[config.mk]
export PLATFORM = sky130hd
export DESIGN_NAME = tdes_sequencer
export DESIGN_NICKNAME = d
export VERILOG_FILES = /design/src/rtl/tdes_pkg.sv /design/src/rtl/tdes_watchdog.sv /design/src/rtl/tdes_sequencer.sv
export SDC_FILE = /design/constraint.sdc
export NUM_CORES = 1
export LEC_CHECK = 0
export BUFFER_PORTS_ARGS = -buffer_cell sky130_fd_sc_hd__clkbuf_2
export CAP_MARGIN = 25
export CELL_PAD_IN_SITES_DETAIL_PLACEMENT = 0
export CELL_PAD_IN_SITES_GLOBAL_PLACEMENT = 1
export CORE_ASPECT_RATIO = 0.6
export CORE_MARGIN = 4
export CORE_UTILIZATION = 35
export CTS_CLUSTER_DIAMETER = 150
export DETAILED_ROUTE_END_ITERATION = 12
export PLACE_DENSITY = 0.85
export SYNTH_ARGS = -nofsm -noshare
export SYNTH_HDL_FRONTEND = slang
export SYNTH_SLANG_ARGS = --single-unit
[constraint.sdc]
create_clock -name clk -period 2.3 [get_ports clk]
set_input_delay 0.23 -clock clk [delete_from_list [all_inputs] [get_ports clk]]
set_output_delay 0.23 -clock clk [all_outputs]
set_load 0.03 [all_outputs]
[src/rtl/tdes_pkg.sv]
// Shared types and pass schedule for the triple-DES pass sequencer.
package tdes_pkg;

    typedef enum logic [1:0] {
        ST_IDLE = 2'd0,
        ST_LOAD = 2'd1,
        ST_RUN  = 2'd2,
        ST_DONE = 2'd3
    } tdes_state_t;

    localparam logic [1:0] KEY1 = 2'd0;
    localparam logic [1:0] KEY2 = 2'd1;
    localparam logic [1:0] KEY3 = 2'd2;

    localparam logic ED_ENC = 1'b1;
    localparam logic ED_DEC = 1'b0;

    // Returns {ed_sel, key_sel}; decrypt runs the encrypt schedule backwards.
    function automatic logic [2:0] tdes_schedule(input logic mode, input logic [1:0] pass);
        logic       ed;
        logic [1:0] key;
        case (pass)
            2'd0: begin
                ed  = mode ? ED_ENC : ED_DEC;
                key = mode ? KEY1 : KEY3;
            end
            2'd1: begin
                ed  = mode ? ED_DEC : ED_ENC;
                key = KEY2;
            end
            default: begin
                ed  = mode ? ED_ENC : ED_DEC;
                key = mode ? KEY3 : KEY1;
            end
        endcase
        return {ed, key};
    endfunction

endpackage

[src/rtl/tdes_watchdog.sv]
// Saturating per-pass cycle counter; flags expiry once TIMEOUT-1 is reached.
module tdes_watchdog #(
    parameter int TIMEOUT = 64
) (
    input  logic clk,
    input  logic n_rst,
    input  logic i_clr,
    input  logic i_en,
    output logic o_expired
);
    localparam int W = $clog2(TIMEOUT);
    localparam logic [W-1:0] LIMIT = W'(TIMEOUT - 1);

    logic [W-1:0] r_cnt;

    always_ff @(posedge clk) begin
        if (!n_rst)
            r_cnt <= '0;
        else if (i_clr)
            r_cnt <= '0;
        else if (i_en && r_cnt != LIMIT)
            r_cnt <= r_cnt + W'(1);
    end

    assign o_expired = (r_cnt == LIMIT);

endmodule

[src/rtl/tdes_sequencer.sv]
// Drives one DES core through three chained passes (E-D-E / D-E-D) per upstream block.
module tdes_sequencer
    import tdes_pkg::*;
#(
    parameter int TIMEOUT = 64
) (
    input  logic        clk,
    input  logic        n_rst,
    input  logic        blk_valid,
    input  logic [63:0] blk_in,
    input  logic        blk_mode,
    output logic        blk_busy,
    output logic [63:0] blk_out,
    output logic        blk_out_valid,
    output logic        blk_err,
    output logic [63:0] des_data_in,
    output logic        des_ready,
    output logic        des_ed_sel,
    output logic [1:0]  des_key_sel,
    input  logic        des_next_data,
    input  logic [63:0] des_data_out
);
    tdes_state_t r_state;
    logic [63:0] r_work;
    logic [63:0] r_blk_out;
    logic        r_mode;
    logic [1:0]  r_pass;
    logic        r_busy;
    logic        r_out_valid;
    logic        r_err;
    logic        r_des_ready;
    logic        r_ed;
    logic [1:0]  r_key;
    logic        w_expired;

    tdes_watchdog #(.TIMEOUT(TIMEOUT)) u_wdog (
        .clk       (clk),
        .n_rst     (n_rst),
        .i_clr     (r_state == ST_LOAD),
        .i_en      (r_state == ST_RUN),
        .o_expired (w_expired)
    );

    always_ff @(posedge clk) begin
        if (!n_rst) begin
            r_state     <= ST_IDLE;
            r_work      <= '0;
            r_blk_out   <= '0;
            r_mode      <= 1'b0;
            r_pass      <= 2'd0;
            r_busy      <= 1'b0;
            r_out_valid <= 1'b0;
            r_err       <= 1'b0;
            r_des_ready <= 1'b0;
            r_ed        <= 1'b0;
            r_key       <= 2'd0;
        end else begin
            r_out_valid <= 1'b0;
            r_err       <= 1'b0;
            case (r_state)
                ST_IDLE: if (blk_valid) begin
                    r_work          <= blk_in;
                    r_mode          <= blk_mode;
                    r_pass          <= 2'd0;
                    {r_ed, r_key}   <= tdes_schedule(blk_mode, 2'd0);
                    r_des_ready     <= 1'b0;
                    r_busy          <= 1'b1;
                    r_state         <= ST_LOAD;
                end
                ST_LOAD: begin
                    r_des_ready <= 1'b1;
                    r_state     <= ST_RUN;
                end
                ST_RUN: begin
                    // Completion takes priority over a same-cycle watchdog expiry.
                    if (r_pass == 2'd3) begin
                        r_des_ready <= 1'b0;
                        r_busy      <= 1'b0;
                        r_state     <= ST_IDLE;
                    end else if (des_next_data) begin
                        r_des_ready <= 1'b0;
                        if (r_pass == 2'd2) begin
                            r_blk_out   <= des_data_out;
                            r_out_valid <= 1'b1;
                            r_state     <= ST_DONE;
                        end else begin
                            r_work        <= des_data_out;
                            r_pass        <= r_pass + 2'd1;
                            {r_ed, r_key} <= tdes_schedule(r_mode, r_pass + 2'd1);
                            r_state       <= ST_LOAD;
                        end
                    end else if (w_expired) begin
                        r_des_ready <= 1'b0;
                        r_busy      <= 1'b0;
                        r_err       <= 1'b1;
                        r_state     <= ST_IDLE;
                    end
                end
                ST_DONE: begin
                    r_busy  <= 1'b0;
                    r_state <= ST_IDLE;
                end
                default: r_state <= ST_IDLE;
            endcase
        end
    end

    assign blk_busy      = r_busy;
    assign blk_out       = r_blk_out;
    assign blk_out_valid = r_out_valid;
    assign blk_err       = r_err;
    assign des_data_in   = r_work;
    assign des_ready     = r_des_ready;
    assign des_ed_sel    = r_ed;
    assign des_key_sel   = r_key;

endmodule

---- After elaboration in Yosys (flattened, before gate mapping) ----
Cells that the tools add are included.
operators by class
  equality and inequality tests ........... 15
  $add $sub $neg .......................... 2
  mux-type cells .......................... 45
  bitwise logic cells ..................... 4
  reduce and logical (&&, ||, !) cells .... 15
operators by type and width
  kind                 count
  $mux 64              4
  $pmux 64 s2          1
  $mux 2               16
  $mux 1               17
  $pmux 2 s2           3
  $eq 2x2->1 const B   4
  $ne 2x2->1 const B   4
  $pmux 2 s4           1
  $reduce_and 4->1     2
  $reduce_or 4->1      2
  $add 6x1->6 const B  1
  $eq 6x6->1 const B   1
  $ne 3x3->1 const B   2
  $ne 6x6->1 const B   1
  $pmux 1 s3           2
  $reduce_bool 3->1    2
  $reduce_and 5->1     1
  $eq 2x1->1 const B   2
  $logic_not 2->1      2
  $ne 4x4->1 const B   1
  $not 1->1            4
  $reduce_and 2->1     2
  $reduce_and 3->1     1
  $add 2x1->2 const B  1
  4 further kinds      4
word-level totals
  word-level logic and storage cells ...... 93
  input bits .............................. 133
  output and inout port bits .............. 135
  register bits ........................... 146

---- Logic depth before layout (Yosys ltp) ----
  word-level depth ........................ 7
  mapped depth ............................ 9
  mapped depth without buffers ............ 6

---- Modules after synthesis ----
Synthesis repeated with hierarchy kept, for this count alone.
second synthesis, totals
  cells, all modules ...................... 738
  area, all modules ....................... 6140.9 um2
modules (own cells, without submodules)
  module          cells an instance  times used  sequential area each (um2)  area each (um2)
  tdes_sequencer  705                1           2802.7                      5839.4
  tdes_watchdog   33                 1           120.1                       301.5

---- Worst setup path before layout ----
No wires, ideal clock.
  path kind ............................... reg-to-reg
  from .................................... register r_state[0]
  to ...................................... register r_work[62], in the netlist des_data_in[62]
  slack ................................... 0.605 ns
  cell stages (with the launch flop) ...... 10
  clock period less this slack ............ 1.695 ns
  library setup time ...................... 0.081 ns
  required time ........................... 2.219 ns
  data arrival time ....................... 1.614 ns
  path buffers ............................ 3
  cell sequence ........................... dfxtp_1 inv_1 ha_1 buf_2 nand2b_1 a21oi_1 buf_4 buf_6 nor2_1 a211oi_2
between the ends
  cells in the longest elaborated chain, start to end .. 3
  elaborated cells between the ends (all ways) .. 9
  classes of those cells .................. eq/ne (5); mux (1); reduce/logical (3)
ends and longest elaborated chain
  item                                                              RTL line              text
  start: declaration                                                tdes_sequencer.sv:23  tdes_state_t r_state;
  start signal: assignment                                          tdes_sequencer.sv:46  r_state <= ST_IDLE;
  start signal: assignment                                          tdes_sequencer.sv:68  r_state <= ST_LOAD;
  start signal: assignment                                          tdes_sequencer.sv:72  r_state <= ST_RUN;
  $eq 2x2->1 or $logic_not 2->1 (tied branches)                     tdes_sequencer.sv:60  case (r_state)
  $ne 2x2->1 (no source line) or $reduce_bool 2->1 (tied branches)  n/a
  $reduce_and 5->1 (no source line)                                 n/a
  end signal: assignment                                            tdes_sequencer.sv:62  r_work <= blk_in;
  end signal: assignment                                            tdes_sequencer.sv:87  r_work <= des_data_out;
  end: declaration                                                  tdes_sequencer.sv:24  logic [63:0] r_work;
Several ways; a longest one is shown, not always the timed one.
A chain may end at the register's enable or synchronous reset.

---- Worst setup path in the final report ----
  from .................................... register r_pass[0]
  to ...................................... register r_work[33], in the netlist des_data_in[33]
between the ends
  cells in the longest elaborated chain, start to end .. 3
  elaborated cells between the ends (all ways) .. 5
  classes of those cells .................. eq/ne (4); reduce/logical (1)
ends and longest elaborated chain
  item                                   RTL line                                    text
  start: declaration                     tdes_sequencer.sv:27                        logic [1:0] r_pass;
  start signal: assignment               tdes_sequencer.sv:88                        r_pass <= r_pass + 2'd1;
  $eq 2x2->1, on equally long branches   tdes_sequencer.sv:82, tdes_sequencer.sv:76
  $ne 2x2->1 (no source line)            n/a
  $reduce_and 5->1 (no source line) (*)  n/a
Mark *: on every way between the ends. The rest lies on a longest branch, timed or not.

==> impl_metrics.ini <==
[run_status]
status = complete, no violations

[logic_synthesis]
synth_ff_type = dfxtp_1
synth_edf_count = 0
synth_area_leaders = dfxtp_1 46%, a211oi_2 12%, mux2i_1 11%
syn_inst = 674
yosysTopAreaCellShare_pct = 46.4
synth-seq-cells = 146
synthesis.area_sq_um = 6290
synth-async-reset-ratio_pct = 0
syn_avg_cell_area_sq_um = 9.34
yosysUniqueCellTypes = 37
synth-warning-count = 0
synth_nets = 817
yosysTopAreaCell = dfxtp_1
seq_area_frac_synth_pct = 46.4

[setup_path]
cp_slowest_cell = dfxtp_1
required_ns = 2.62
cpLargestDelayFamily = compound AO/OA/AOI/OAI gates
critical-path-max-stage-delay_ns = 0.38
reg2reg_depth = 7
cp.depth = 7
crit_type = reg2reg
startpoint = r_pass[0]
cp_max_fo = 56
startpoint_type = flop
critPathBufInv = 2
crit_chain = inv_1, ha_1, nand4bb_1, a21oi_4, buf_12, nor2_1, a211oi_2
cp.arrival_ns = 2.37
reg2reg_from = r_pass[0]
cp-end-kind = flop

[clock_tree]
cts_setup_buffers = 0
cts_tree = done
cts_max_path_buffers = 2
clock-root-buffer = clkbuf_16
cts_buffers = 17
hold_buffers = 0
htree_levels = 4
clk_latency_ns = 0.41
clkSlewWorstSetupHoldPaths_ns = 0.07
cts.sinks = 146
post_cts_resized = 0

[layout]
fin_util_pct = 48.4
final_cells = 1164
seq_area_sq_um = 2920
multi_input_area_sq_um = 3070
n_fill_cell = 1691
synthToLayoutAreaGrowth_pct = 33.9
layout-drive-gt1-share_pct = 40.3
final_area_sq_um = 8430
num_antenna_cells = 0
final_nets = 1060

[placed_design]
io_buffers = 267
place_area_sq_um = 7830
hpwlAfterDp_mm = 12.4
place_congestion = 0.791
place_inst = 1132
dp_slack_ns = 0.279

[routing]
drc = 0
vias_per_cell = 4.79
drt_iter0_drc = 241
drt_wl_total_mm = 17.3
ant_nets = 0
vias = 5574
first_pass_iters = 4
wire_per_inst_microns = 14.9

[sta]
fin_setup_tns_ns = 0
setup_slack_ns = 0.257
rsz0062_at_grt = no
finalSetupViolations = 0
post-route-period-util_pct = 88.8
max_freq_mhz = 490
whs_ns = 0.0487
clock_skew_ns = 0.0114
hold_viol = 0
relSlewSlack_pct = 64.1
min_period_ns = 2.04
tightest_slew_ns = 0.539
drv_slew = 0

[global_route]
antenna_found_initial = 0
grt-ovfl-total = 0
grtUsageTotal_pct = 16.5
grt_pass1_vias = 5389
grt_start_max_net_pins = 71
grt_pass1_wl_mm = 27.7

[floorplanning]
rows = 37
die_h_microns = 112
die_x_microns = 181
io_pins = 268
start_util_pct = 36.2
core_sq_um = 17400
die-area_sq_um = 20300

[worst_hold_path]
hp-start = des_data_out[55]
hold_class = in2reg
hold_path_depth = 3

[power]
vdd_ir_drop_max_uv = 579
leakagePower_nw = 3.50
powerDensity_nw_per_um2 = 1200
p_total_mw = 10.1

[job]
maxCapViolCount = 0
[worst register-to-register path, delay by kind of cell, from the launching register on]
family / cells / cell delay (ns)
fa+ha+maj: 1 / 0.23
buf+inv: 2 / 0.42
flops: 1 / 0.38
compound gates: 2 / 0.57
simple gates: 2 / 0.37
[area by class of cell]
cell class              instances  area share, %
multi-input cells             469           36.5
flip-flops and latches        146           34.7
repair buffers                277           17.9
clock buffers                  20           5.42
well taps                     234           3.47
clock inverters                12           1.72
inverters                       6          0.327
[flip-flops by register name (all words and copies together), names as in the netlist]
register       cells
blk_busy           1
des_ready          1
r_mode             1
blk_err            1
u_wdog.r_cnt       6
des_key_sel        2
des_data_in       64
r_state            2
r_pass             2
blk_out           64
blk_out_valid      1
des_ed_sel         1
[synthesized netlist by cell type (all sizes together), types with 6 or more instances]
cell type,number
a211oi,64
mux2i,67
nand2,134
a21oi,77
clkbuf,18
dfxtp,146
inv,6
nand3,6
ha,10
nor2,74
nand2b,6
buf,35
[metal layers]
metal	global-route usage (%)	routed length, microns	up-vias
met5	0	0	-
met4	3.15	62	0
met3	6.17	1500	4
met2	24.9	7470	205
met1	22.6	8290	2545
li1	-	-	2820
[kinds of logic after synthesis]
| group | share of synthesized area (%) |
|---|---|
| xor gates and xnor gates | 0.557 |
| adders and majority gates | 1.99 |
| AOI/OAI and AO/OA | 19.8 |
| DFF | 46.4 |
| and+or+nand+nor | 15.1 |
| buffers and inverters | 5.23 |
| muxes | 10.8 |
[path summary, 6_finish.rpt]
kind	endpoint	slack, ns
setup reg to reg	des_data_in[33]	0.26
hold reg to reg	blk_out[4]	0.45
setup / recovery	des_data_in[33]	0.26
hold / removal	blk_out[55]	0.05
[placed cells by master (no fill, tap or decap), drive strengths merged, types with 2 or more instances in the layout]
cell type	netlist	layout
clkbuf	18	287
o211ai	2	2
clkinvlp	0	4
nand3	6	6
ha	10	10
a211oi	64	64
inv	6	10
o21ai	3	3
dfxtp	146	146
nand2b	6	6
xor2	3	3
nor2	74	74
mux2i	67	67
buf	35	10
and3	3	3
clkinv	0	2
nand2	134	134
bufinv	0	2
nor3	3	3
nor3b	2	2
o31ai	2	2
a21oi	77	77
[power breakdown]
group | switching [mW] | internal [mW] | total (mW)
sequential | 0.286 | 3.05 | 3.34
clock | 1.12 | 1.68 | 2.80
combinational | 2.65 | 1.36 | 4.01
No activity file was read; power rests on OpenSTA's default activity.
